### src/rtl/bilinear_fetch_ctrl_pkg.sv
`default_nettype none
// +------------------------------------------------------------------+
// | bilinear_pkg : shared widths and FSM encoding for the fetch ctrl |
// | Revision 1.0                                                     |
// +------------------------------------------------------------------+
package bilinear_pkg;

  localparam int COORD_W = 8;
  localparam int FRAC_W  = 8;
  localparam int ACC_W   = 24;
  localparam int ADDR_W  = 16;
  localparam int PIX_W   = 8;

  typedef enum logic [3:0] {
    ST_IDLE = 4'd0,
    ST_CALC = 4'd1,
    ST_R00  = 4'd2,
    ST_R10  = 4'd3,
    ST_R01  = 4'd4,
    ST_R11  = 4'd5,
    ST_CAP  = 4'd6,
    ST_OUT  = 4'd7,
    ST_DONE = 4'd8
  } state_e;

endpackage
`default_nettype wire

### src/rtl/bilinear_fetch_ctrl_if.sv
`default_nettype none
// +------------------------------------------------------------------+
// | bilinear_fetch_ctrl_if : pixel-memory port and quad output bus   |
// | Revision 1.0                                                     |
// +------------------------------------------------------------------+
interface bilinear_fetch_ctrl_if #(
  parameter int ADDR_W = bilinear_pkg::ADDR_W
);

  logic                           mem_rd;
  logic [ADDR_W-1:0]              mem_addr;
  logic [bilinear_pkg::PIX_W-1:0] mem_rdata;
  logic                           valid_out;
  logic [bilinear_pkg::PIX_W-1:0] I00;
  logic [bilinear_pkg::PIX_W-1:0] I10;
  logic [bilinear_pkg::PIX_W-1:0] I01;
  logic [bilinear_pkg::PIX_W-1:0] I11;
  logic [bilinear_pkg::PIX_W-1:0] alpha;
  logic [bilinear_pkg::PIX_W-1:0] beta;

  modport master (
    output mem_rd, mem_addr, valid_out, I00, I10, I01, I11, alpha, beta,
    input  mem_rdata
  );

  modport slave (
    input  mem_rd, mem_addr, valid_out, I00, I10, I01, I11, alpha, beta,
    output mem_rdata
  );

endinterface
`default_nettype wire

### src/rtl/bilinear_fetch_ctrl_axis_step.sv
`default_nettype none
// +------------------------------------------------------------------+
// | bilinear_axis_step : 16.8 axis accumulator with edge clamp       |
// | Revision 1.0                                                     |
// +------------------------------------------------------------------+
module bilinear_axis_step
  import bilinear_pkg::*;
(
  input  logic               clk,
  input  logic               rst,
  input  logic               clr,
  input  logic               add,
  input  logic [15:0]        step,
  input  logic [COORD_W-1:0] size,
  output logic [COORD_W-1:0] coord0,
  output logic [COORD_W-1:0] coord1,
  output logic [FRAC_W-1:0]  frac
);

  localparam int INT_W = ACC_W - FRAC_W;

  logic [ACC_W-1:0] acc_q, acc_d;
  logic [ACC_W:0]   sum_w;
  logic [INT_W-1:0] int_w;
  logic [INT_W-1:0] last_w;

  // Saturate rather than wrap so a runaway step stays pinned to the edge
  always_comb begin
    sum_w = {1'b0, acc_q} + (ACC_W+1)'(step);
    acc_d = acc_q;
    if (clr) begin
      acc_d = '0;
    end else if (add) begin
      acc_d = sum_w[ACC_W] ? '1 : sum_w[ACC_W-1:0];
    end
  end

  always_ff @(posedge clk or posedge rst) begin
    if (rst) begin
      acc_q <= '0;
    end else begin
      acc_q <= acc_d;
    end
  end

  assign int_w  = acc_q[ACC_W-1:FRAC_W];
  assign last_w = INT_W'(size) - INT_W'(1);

  always_comb begin
    if (int_w >= last_w) begin
      coord0 = size - COORD_W'(1);
      coord1 = size - COORD_W'(1);
      frac   = '0;
    end else begin
      coord0 = int_w[COORD_W-1:0];
      coord1 = int_w[COORD_W-1:0] + COORD_W'(1);
      frac   = acc_q[FRAC_W-1:0];
    end
  end

endmodule
`default_nettype wire

### src/rtl/bilinear_fetch_ctrl.sv
`default_nettype none
// +------------------------------------------------------------------+
// | bilinear_fetch_ctrl : raster walker fetching 2x2 quads + fracs   |
// | Revision 1.0                                                     |
// +------------------------------------------------------------------+
module bilinear_fetch_ctrl #(
  parameter int ADDR_W  = bilinear_pkg::ADDR_W,
  parameter int COORD_W = bilinear_pkg::COORD_W
) (
  input  logic               clk,
  input  logic               rst,
  input  logic               start,
  input  logic [COORD_W-1:0] src_w,
  input  logic [COORD_W-1:0] src_h,
  input  logic [COORD_W-1:0] dst_w,
  input  logic [COORD_W-1:0] dst_h,
  input  logic [15:0]        step_x,
  input  logic [15:0]        step_y,
  output logic               busy,
  output logic               done,
  bilinear_fetch_ctrl_if.master bus
);

  import bilinear_pkg::*;

  localparam logic [3:0] S_IDLE = ST_IDLE;
  localparam logic [3:0] S_CALC = ST_CALC;
  localparam logic [3:0] S_R00  = ST_R00;
  localparam logic [3:0] S_R10  = ST_R10;
  localparam logic [3:0] S_R01  = ST_R01;
  localparam logic [3:0] S_R11  = ST_R11;
  localparam logic [3:0] S_CAP  = ST_CAP;
  localparam logic [3:0] S_OUT  = ST_OUT;
  localparam logic [3:0] S_DONE = ST_DONE;

  logic [3:0]         state_q, state_d;
  logic [COORD_W-1:0] src_w_q, src_w_d, src_h_q, src_h_d;
  logic [COORD_W-1:0] dst_w_q, dst_w_d, dst_h_q, dst_h_d;
  logic [15:0]        step_x_q, step_x_d, step_y_q, step_y_d;
  logic [COORD_W-1:0] x_cnt_q, x_cnt_d, y_cnt_q, y_cnt_d;
  logic [COORD_W-1:0] x0_q, x0_d, x1_q, x1_d;
  logic [ADDR_W-1:0]  row0_q, row0_d, row1_q, row1_d;
  logic [7:0]         ax_q, ax_d, by_q, by_d;
  logic [7:0]         p00_q, p00_d, p10_q, p10_d, p01_q, p01_d;
  logic [7:0]         i00_q, i00_d, i10_q, i10_d, i01_q, i01_d, i11_q, i11_d;
  logic [7:0]         alpha_q, alpha_d, beta_q, beta_d;

  logic [COORD_W-1:0] xc0_w, xc1_w, yc0_w, yc1_w;
  logic [7:0]         xf_w, yf_w;
  logic               idle_start_w, zero_w, last_col_w, last_row_w;
  logic               x_clr_w, x_add_w, y_clr_w, y_add_w;
  logic [ADDR_W-1:0]  mem_addr_w;

  assign idle_start_w = (state_q == S_IDLE) && start;
  assign zero_w       = (src_w == '0) || (src_h == '0) || (dst_w == '0) || (dst_h == '0);
  assign last_col_w   = (x_cnt_q == dst_w_q - COORD_W'(1));
  assign last_row_w   = (y_cnt_q == dst_h_q - COORD_W'(1));

  // x restarts at every row end; y only at frame start
  assign x_clr_w = idle_start_w || ((state_q == S_OUT) && last_col_w);
  assign x_add_w = (state_q == S_OUT) && !last_col_w;
  assign y_clr_w = idle_start_w;
  assign y_add_w = (state_q == S_OUT) && last_col_w;

  bilinear_axis_step u_axis_x (
    .clk    (clk),
    .rst    (rst),
    .clr    (x_clr_w),
    .add    (x_add_w),
    .step   (step_x_q),
    .size   (src_w_q),
    .coord0 (xc0_w),
    .coord1 (xc1_w),
    .frac   (xf_w)
  );

  bilinear_axis_step u_axis_y (
    .clk    (clk),
    .rst    (rst),
    .clr    (y_clr_w),
    .add    (y_add_w),
    .step   (step_y_q),
    .size   (src_h_q),
    .coord0 (yc0_w),
    .coord1 (yc1_w),
    .frac   (yf_w)
  );

  always_comb begin
    state_d  = state_q;
    src_w_d  = src_w_q;
    src_h_d  = src_h_q;
    dst_w_d  = dst_w_q;
    dst_h_d  = dst_h_q;
    step_x_d = step_x_q;
    step_y_d = step_y_q;
    x_cnt_d  = x_cnt_q;
    y_cnt_d  = y_cnt_q;
    x0_d     = x0_q;
    x1_d     = x1_q;
    row0_d   = row0_q;
    row1_d   = row1_q;
    ax_d     = ax_q;
    by_d     = by_q;
    p00_d    = p00_q;
    p10_d    = p10_q;
    p01_d    = p01_q;
    i00_d    = i00_q;
    i10_d    = i10_q;
    i01_d    = i01_q;
    i11_d    = i11_q;
    alpha_d  = alpha_q;
    beta_d   = beta_q;
    case (state_q)
      S_IDLE: begin
        if (start) begin
          src_w_d  = src_w;
          src_h_d  = src_h;
          dst_w_d  = dst_w;
          dst_h_d  = dst_h;
          step_x_d = step_x;
          step_y_d = step_y;
          x_cnt_d  = '0;
          y_cnt_d  = '0;
          state_d  = zero_w ? S_DONE : S_CALC;
        end
      end
      S_CALC: begin
        x0_d    = xc0_w;
        x1_d    = xc1_w;
        row0_d  = ADDR_W'(yc0_w) * ADDR_W'(src_w_q);
        row1_d  = ADDR_W'(yc1_w) * ADDR_W'(src_w_q);
        ax_d    = xf_w;
        by_d    = yf_w;
        state_d = S_R00;
      end
      S_R00: state_d = S_R10;
      S_R10: begin
        p00_d   = bus.mem_rdata;
        state_d = S_R01;
      end
      S_R01: begin
        p10_d   = bus.mem_rdata;
        state_d = S_R11;
      end
      S_R11: begin
        p01_d   = bus.mem_rdata;
        state_d = S_CAP;
      end
      // Output registers update only here so they stay frozen outside OUT
      S_CAP: begin
        i00_d   = p00_q;
        i10_d   = p10_q;
        i01_d   = p01_q;
        i11_d   = bus.mem_rdata;
        alpha_d = ax_q;
        beta_d  = by_q;
        state_d = S_OUT;
      end
      S_OUT: begin
        if (last_col_w) begin
          x_cnt_d = '0;
          y_cnt_d = y_cnt_q + COORD_W'(1);
          state_d = last_row_w ? S_DONE : S_CALC;
        end else begin
          x_cnt_d = x_cnt_q + COORD_W'(1);
          state_d = S_CALC;
        end
      end
      S_DONE:  state_d = S_IDLE;
      default: state_d = S_IDLE;
    endcase
  end

  always_ff @(posedge clk or posedge rst) begin
    if (rst) begin
      state_q  <= S_IDLE;
      src_w_q  <= '0;
      src_h_q  <= '0;
      dst_w_q  <= '0;
      dst_h_q  <= '0;
      step_x_q <= '0;
      step_y_q <= '0;
      x_cnt_q  <= '0;
      y_cnt_q  <= '0;
      x0_q     <= '0;
      x1_q     <= '0;
      row0_q   <= '0;
      row1_q   <= '0;
      ax_q     <= '0;
      by_q     <= '0;
      p00_q    <= '0;
      p10_q    <= '0;
      p01_q    <= '0;
      i00_q    <= '0;
      i10_q    <= '0;
      i01_q    <= '0;
      i11_q    <= '0;
      alpha_q  <= '0;
      beta_q   <= '0;
    end else begin
      state_q  <= state_d;
      src_w_q  <= src_w_d;
      src_h_q  <= src_h_d;
      dst_w_q  <= dst_w_d;
      dst_h_q  <= dst_h_d;
      step_x_q <= step_x_d;
      step_y_q <= step_y_d;
      x_cnt_q  <= x_cnt_d;
      y_cnt_q  <= y_cnt_d;
      x0_q     <= x0_d;
      x1_q     <= x1_d;
      row0_q   <= row0_d;
      row1_q   <= row1_d;
      ax_q     <= ax_d;
      by_q     <= by_d;
      p00_q    <= p00_d;
      p10_q    <= p10_d;
      p01_q    <= p01_d;
      i00_q    <= i00_d;
      i10_q    <= i10_d;
      i01_q    <= i01_d;
      i11_q    <= i11_d;
      alpha_q  <= alpha_d;
      beta_q   <= beta_d;
    end
  end

  always_comb begin
    mem_addr_w = '0;
    case (state_q)
      S_R00:   mem_addr_w = row0_q + ADDR_W'(x0_q);
      S_R10:   mem_addr_w = row0_q + ADDR_W'(x1_q);
      S_R01:   mem_addr_w = row1_q + ADDR_W'(x0_q);
      S_R11:   mem_addr_w = row1_q + ADDR_W'(x1_q);
      default: mem_addr_w = '0;
    endcase
  end

  assign bus.mem_addr  = mem_addr_w;
  assign bus.mem_rd    = (state_q == S_R00) || (state_q == S_R10) ||
                         (state_q == S_R01) || (state_q == S_R11);
  assign bus.valid_out = (state_q == S_OUT);
  assign busy          = (state_q != S_IDLE);
  assign done          = (state_q == S_DONE);
  assign bus.I00       = i00_q;
  assign bus.I10       = i10_q;
  assign bus.I01       = i01_q;
  assign bus.I11       = i11_q;
  assign bus.alpha     = alpha_q;
  assign bus.beta      = beta_q;

endmodule
`default_nettype wire

### src/flat_wrapper.sv
// flat-port wrapper written by rule: the top's interface ports become plain ports
module bilinear_fetch_ctrl_flat import bilinear_pkg::*;
#(
  parameter int ADDR_W  = bilinear_pkg::ADDR_W,
  parameter int COORD_W = bilinear_pkg::COORD_W
)
  (clk, rst, start, src_w, src_h, dst_w, dst_h, step_x, step_y, busy, done, bus_mem_rd, bus_mem_addr, bus_valid_out, bus_I00, bus_I10, bus_I01, bus_I11, bus_alpha, bus_beta, bus_mem_rdata);
  bilinear_fetch_ctrl_if #(.ADDR_W(ADDR_W)) bus_i ();
  input  logic clk;
  input  logic rst;
  input  logic start;
  input  logic [COORD_W-1:0] src_w;
  input  logic [COORD_W-1:0] src_h;
  input  logic [COORD_W-1:0] dst_w;
  input  logic [COORD_W-1:0] dst_h;
  input  logic [15:0] step_x;
  input  logic [15:0] step_y;
  output logic busy;
  output logic done;
  output wire logic [$bits(bus_i.mem_rd)-1:0] bus_mem_rd;
  output wire logic [$bits(bus_i.mem_addr)-1:0] bus_mem_addr;
  output wire logic [$bits(bus_i.valid_out)-1:0] bus_valid_out;
  output wire logic [$bits(bus_i.I00)-1:0] bus_I00;
  output wire logic [$bits(bus_i.I10)-1:0] bus_I10;
  output wire logic [$bits(bus_i.I01)-1:0] bus_I01;
  output wire logic [$bits(bus_i.I11)-1:0] bus_I11;
  output wire logic [$bits(bus_i.alpha)-1:0] bus_alpha;
  output wire logic [$bits(bus_i.beta)-1:0] bus_beta;
  input wire logic [$bits(bus_i.mem_rdata)-1:0] bus_mem_rdata;
  assign bus_mem_rd = bus_i.mem_rd;
  assign bus_mem_addr = bus_i.mem_addr;
  assign bus_valid_out = bus_i.valid_out;
  assign bus_I00 = bus_i.I00;
  assign bus_I10 = bus_i.I10;
  assign bus_I01 = bus_i.I01;
  assign bus_I11 = bus_i.I11;
  assign bus_alpha = bus_i.alpha;
  assign bus_beta = bus_i.beta;
  assign bus_i.mem_rdata = bus_mem_rdata;
  bilinear_fetch_ctrl #(.ADDR_W(ADDR_W), .COORD_W(COORD_W)) u_core (.clk(clk), .rst(rst), .start(start), .src_w(src_w), .src_h(src_h), .dst_w(dst_w), .dst_h(dst_h), .step_x(step_x), .step_y(step_y), .busy(busy), .done(done), .bus(bus_i));
endmodule
### config.mk
export PLATFORM = sky130hd
export DESIGN_NAME = bilinear_fetch_ctrl_flat
export DESIGN_NICKNAME = d
export VERILOG_FILES = /design/src/rtl/bilinear_fetch_ctrl_pkg.sv /design/src/rtl/bilinear_fetch_ctrl_if.sv /design/src/rtl/bilinear_fetch_ctrl_axis_step.sv /design/src/rtl/bilinear_fetch_ctrl.sv /design/src/flat_wrapper.sv
export SDC_FILE = /design/constraint.sdc
export NUM_CORES = 1
export LEC_CHECK = 0
export BUFFER_PORTS_ARGS = -buffer_cell sky130_fd_sc_hd__buf_2
export CORE_ASPECT_RATIO = 1.25
export CORE_MARGIN = 2
export CORE_UTILIZATION = 40
export DETAILED_ROUTE_END_ITERATION = 12
export SLEW_MARGIN = 20
export SYNTH_ARGS = -nofsm -noshare
export SYNTH_HDL_FRONTEND = slang
export SYNTH_SLANG_ARGS = --single-unit
### constraint.sdc
create_clock -name clk -period 7.9 [get_ports clk]
set_input_delay 0.395 -clock clk [delete_from_list [all_inputs] [get_ports clk]]
set_output_delay 0.395 -clock clk [all_outputs]
set_load 0.01 [all_outputs]
==> impl_metrics.toml <==
[status]
outcome = "finished with violations"
failing_checks = "hold timing"

[cells_and_area]
multi_input_comb_area_mm2 = 0.0122
syn2layout_area_growth_pct = 14.5
fill_cells = 4709
finalNetCount = 2627
regArea_mm2 = 0.00671
final_layout_size_suffix_gt1_share_pct = 14.4
antenna_cells_inserted = 0
postLayoutCoreUtil_pct = 46.6

[clocking]
tritoncts_clock_tree = "built"
root_buffer = "sky130_fd_sc_hd__clkbuf_16"
cts_htree_levels = 1
clk-insertion-delay-late_ns = 0.58
clkSinkCount = 268
clock_pin_transition_on_the_worst_setup_and_hold_timing_paths_ns = 0.06
ctsLongestPathBuffers = 3
cts_bufs_inserted = 30

[sta]
final.setup_skew_ns = 0.0129
finalSetupViolations = 0
final.setup.tns_ns = 0
timing.max_slew.rel_slack_pct = 30.4
rsz0062_at_grt = "no"
final_min_period_over_clock_period_pct = 96.1
max_slew_violation_total_from_the_final_report = 0
period_minus_slack_ns = 7.59
maximum_clock_rate_mhz = 132
max_slew.worst_pin.slew_ns = 1.04
timing.hold.ws_ns = -0.0582
finalHoldViolCount = 20

[grt]
first_global_vias = 16000
grt_start_max_net_pins = 146
grt_first_pass_wirelength_mm = 82.9
globalRouteOverflowTotal = 0
grt_usage_pct = 19.9
antenna_found_initial = 1

[power_and_ir_drop]
total_power_w = 0.0100
power_density_mw_per_mm2 = 444
peakVddDrop_uv = 209
power.leakage_nw = 11.0

[setup_path]
critPathKind = "flop to flop"
critical-path-slowest-cell = "sky130_fd_sc_hd__fa_1"
cp_data_arrival_time_ns = 8.02
critPathMostFrequentCell = "sky130_fd_sc_hd__fa_1"
worst_ep_required_time_ns = 8.33
path_max_fanout = 8
cpPeakStageDelay_ns = 0.55
worstSetupStartpointType = "flop"
crit_path_end_kind = "flop"

[synthesis]
post-synth-top-count-cell = "sky130_fd_sc_hd__nand2_1"
synthAdderAreaFrac_pct = 17.9
synth.mux.area_fraction_pct = 5.31
synth_fp_nets = 2483
postSynth.asyncResetShare_pct = 100
synthFlopType = "sky130_fd_sc_hd__dfrtp_1"
yosysSeqAreaShare_pct = 34.1
synth_top_family_by_area = "simple AND/OR/NAND/NOR gates"
postSynthRegisterBits = 268
simple_logic_cell_fraction_of_the_synthesized_area_pct = 20.0
synth.top_cell.area_share_pct = 34.1
yosys.area.top_type = "sky130_fd_sc_hd__dfrtp_1"
synth_common_cells = "sky130_fd_sc_hd__nand2_1, sky130_fd_sc_hd__dfrtp_1, sky130_fd_sc_hd__ha_1"
netlist_instances = 2172
synth-edff-count = 0
synth_area_mm2 = 0.0197
synth.lib_cells_used.distinct = 76
synth_area_per_cell_um2 = 9.06
compound_gate_fraction_of_synth_area_pct = 12.4
synth.area.top_cells = "sky130_fd_sc_hd__dfrtp_1, sky130_fd_sc_hd__ha_1, sky130_fd_sc_hd__nand2_1, sky130_fd_sc_hd__fa_1, sky130_fd_sc_hd__mux2_2"
synth.yosys.warnings = 0
synth_xor_area_share_pct = 5.70

[min_path]
hp-class = "input port to async pin"

[detailed_routing]
drt-wirelength-per-cell_um = 17.0
via_per_inst = 5.24
violation_count_after_the_first_detailed_routing_iteration = 766
final_antenna_net_count = 0
remaining_drc_errors = 0
num_vias = 15600
wl_mm = 50.6
first_drt_pass_iteration_count = 5

[floorplanning]
initial_util_pct = 40.7
die_w_um = 202
core_area_mm2 = 0.0484
design.die.area_mm2 = 0.0510
boundaryPins = 143
dieHeight_um = 252
number_of_cell_rows = 90

[place]
dp_hpwl_mm = 37.8
portBuffers = 142
gpl_wtd_cong = 0.837

[run]
maxCapViolCount = 0
-- per-layer routing --
metal / vias up / part of all wire, % / track usage (%)
met2: 280 / 48 / 34.6
met1: 7592 / 45 / 25.9
li1: 7701 / - / -
met3: 72 / 4.1 / 2.62
met4: 2 / 2.6 / 5.76
met5: - / 0.026 / 0
-- layout make-up --
type | count | area share, %
Inverter | 152 | 2.56
Clock buffer | 48 | 4.08
Sequential cell | 268 | 29.7
Multi-Input combinational cell | 1668 | 54.3
Tap cell | 644 | 3.57
Timing Repair Buffer | 196 | 5.28
Clock inverter | 8 | 0.433
-- through the flow --
| stage | worst slack, ns | instance area, µm² | instances |
|---|---|---|---|
| floorplan | 0.123 | 19700 | 2172 |
| global placement | 0.260 | 21100 | 2896 |
| detailed placement | -0.0515 | 21100 | 2896 |
| CTS | 0.0667 | 22400 | 2981 |
| global route | 0.00555 | 22500 | 2984 |
| finish | 0.312 | 22500 | 2984 |
-- state kept, by name, summed over array words and instances, names as in the netlist, 16 cells and up --
register,flops
u_core.u_axis_y.acc_q,24
u_core.step_x_q,16
u_core.u_axis_x.acc_q,24
u_core.row0_q,16
u_core.row1_q,16
u_core.step_y_q,16
-- worst paths after layout --
kind	slack, ns	cells past startpoint	from	endpoint
setup / recovery	0.31	30	u_core.src_h_q[0]$_DFFE_PP0P_	u_core.row1_q[13]$_DFFE_PP0P_
hold / removal	-0.06	2	rst	u_core.bus.I10[7]$_DFFE_PP0P_
setup reg to reg	0.31	30	u_core.src_h_q[0]$_DFFE_PP0P_	u_core.row1_q[13]$_DFFE_PP0P_
hold reg to reg	0.47	2	u_core.p01_q[6]$_DFFE_PP0P_	u_core.p01_q[6]$_DFFE_PP0P_
max in group asynchronous	6.46	3	rst	u_core.src_w_q[4]$_DFFE_PP0P_
min in group clk	0.02	3	step_x[5]	u_core.step_x_q[5]$_DFFE_PP0P_
-- what timing repair did --
item,CTS,global route
pin swaps,1,3
gates cloned,1,0
hold buffers,25,0
setup endpoints to repair,2,12
setup buffers,3,3
gates resized for setup,1,21
endpoints found under the hold margin,25,0
-- power breakdown --
group          leakage [nW]  internal (W)  switching, W
Sequential             3.45       0.00191      0.000587
Combinational          7.06       0.00262       0.00346
Clock                 0.502      0.000857      0.000582
-- critical path, delay by kind of cell, from the launching register on --
family                     cells  cell delay [ns]
buffers and inverters          5             0.56
DFF                            1             0.40
adders and majority gates      7             2.94
AOI/OAI and AO/OA             10             1.65
muxes                          1             0.19
xor gates and xnor gates       1             0.15
and+or+nand+nor                6             1.57
-- cell usage in the layout (no fill, tap or decap), types with 8 or more instances in the layout --
master / Yosys / final
sky130_fd_sc_hd__mux2i_1: 28 / 21
sky130_fd_sc_hd__a21o_1: 32 / 32
sky130_fd_sc_hd__or3_1: 14 / 13
sky130_fd_sc_hd__nor3_1: 39 / 35
sky130_fd_sc_hd__nor2b_1: 16 / 16
sky130_fd_sc_hd__xor2_1: 58 / 58
sky130_fd_sc_hd__a221oi_1: 13 / 13
sky130_fd_sc_hd__clkbuf_1: 69 / 9
sky130_fd_sc_hd__o21ai_0: 115 / 111
sky130_fd_sc_hd__clkbuf_16: 0 / 31
sky130_fd_sc_hd__a21oi_1: 67 / 67
sky130_fd_sc_hd__dfrtp_1: 268 / 268
sky130_fd_sc_hd__ha_1: 160 / 160
sky130_fd_sc_hd__nand3_1: 49 / 49
sky130_fd_sc_hd__fa_1: 76 / 76
sky130_fd_sc_hd__mux2_2: 68 / 68
sky130_fd_sc_hd__a31oi_1: 11 / 11
sky130_fd_sc_hd__nand2b_1: 25 / 25
sky130_fd_sc_hd__nor2_1: 88 / 87
sky130_fd_sc_hd__nand4_1: 15 / 15
sky130_fd_sc_hd__dlygate4sd3_1: 0 / 25
sky130_fd_sc_hd__clkbuf_8: 0 / 8
sky130_fd_sc_hd__buf_4: 0 / 28
sky130_fd_sc_hd__xnor2_1: 70 / 70
sky130_fd_sc_hd__a211oi_1: 18 / 17
sky130_fd_sc_hd__o211ai_1: 9 / 9
sky130_fd_sc_hd__nor4_1: 18 / 18
sky130_fd_sc_hd__buf_2: 5 / 142
sky130_fd_sc_hd__and3_1: 11 / 11
sky130_fd_sc_hd__nand2_1: 422 / 420
sky130_fd_sc_hd__inv_1: 152 / 151
sky130_fd_sc_hd__a22o_1: 20 / 20
sky130_fd_sc_hd__and2_1: 106 / 105
sky130_fd_sc_hd__o21a_1: 9 / 9
-- cell families after synthesis --
kind of cell             count (synthesis)
buffers and inverters                  237
multiplexers                            96
AO/OA/AOI/OAI                          370
adder cells (fa/ha/maj)                236
XOR/XNOR                               128
flip-flops                             268
AND/OR/NAND/NOR                        837
No activity file was read; power rests on OpenSTA's default activity.
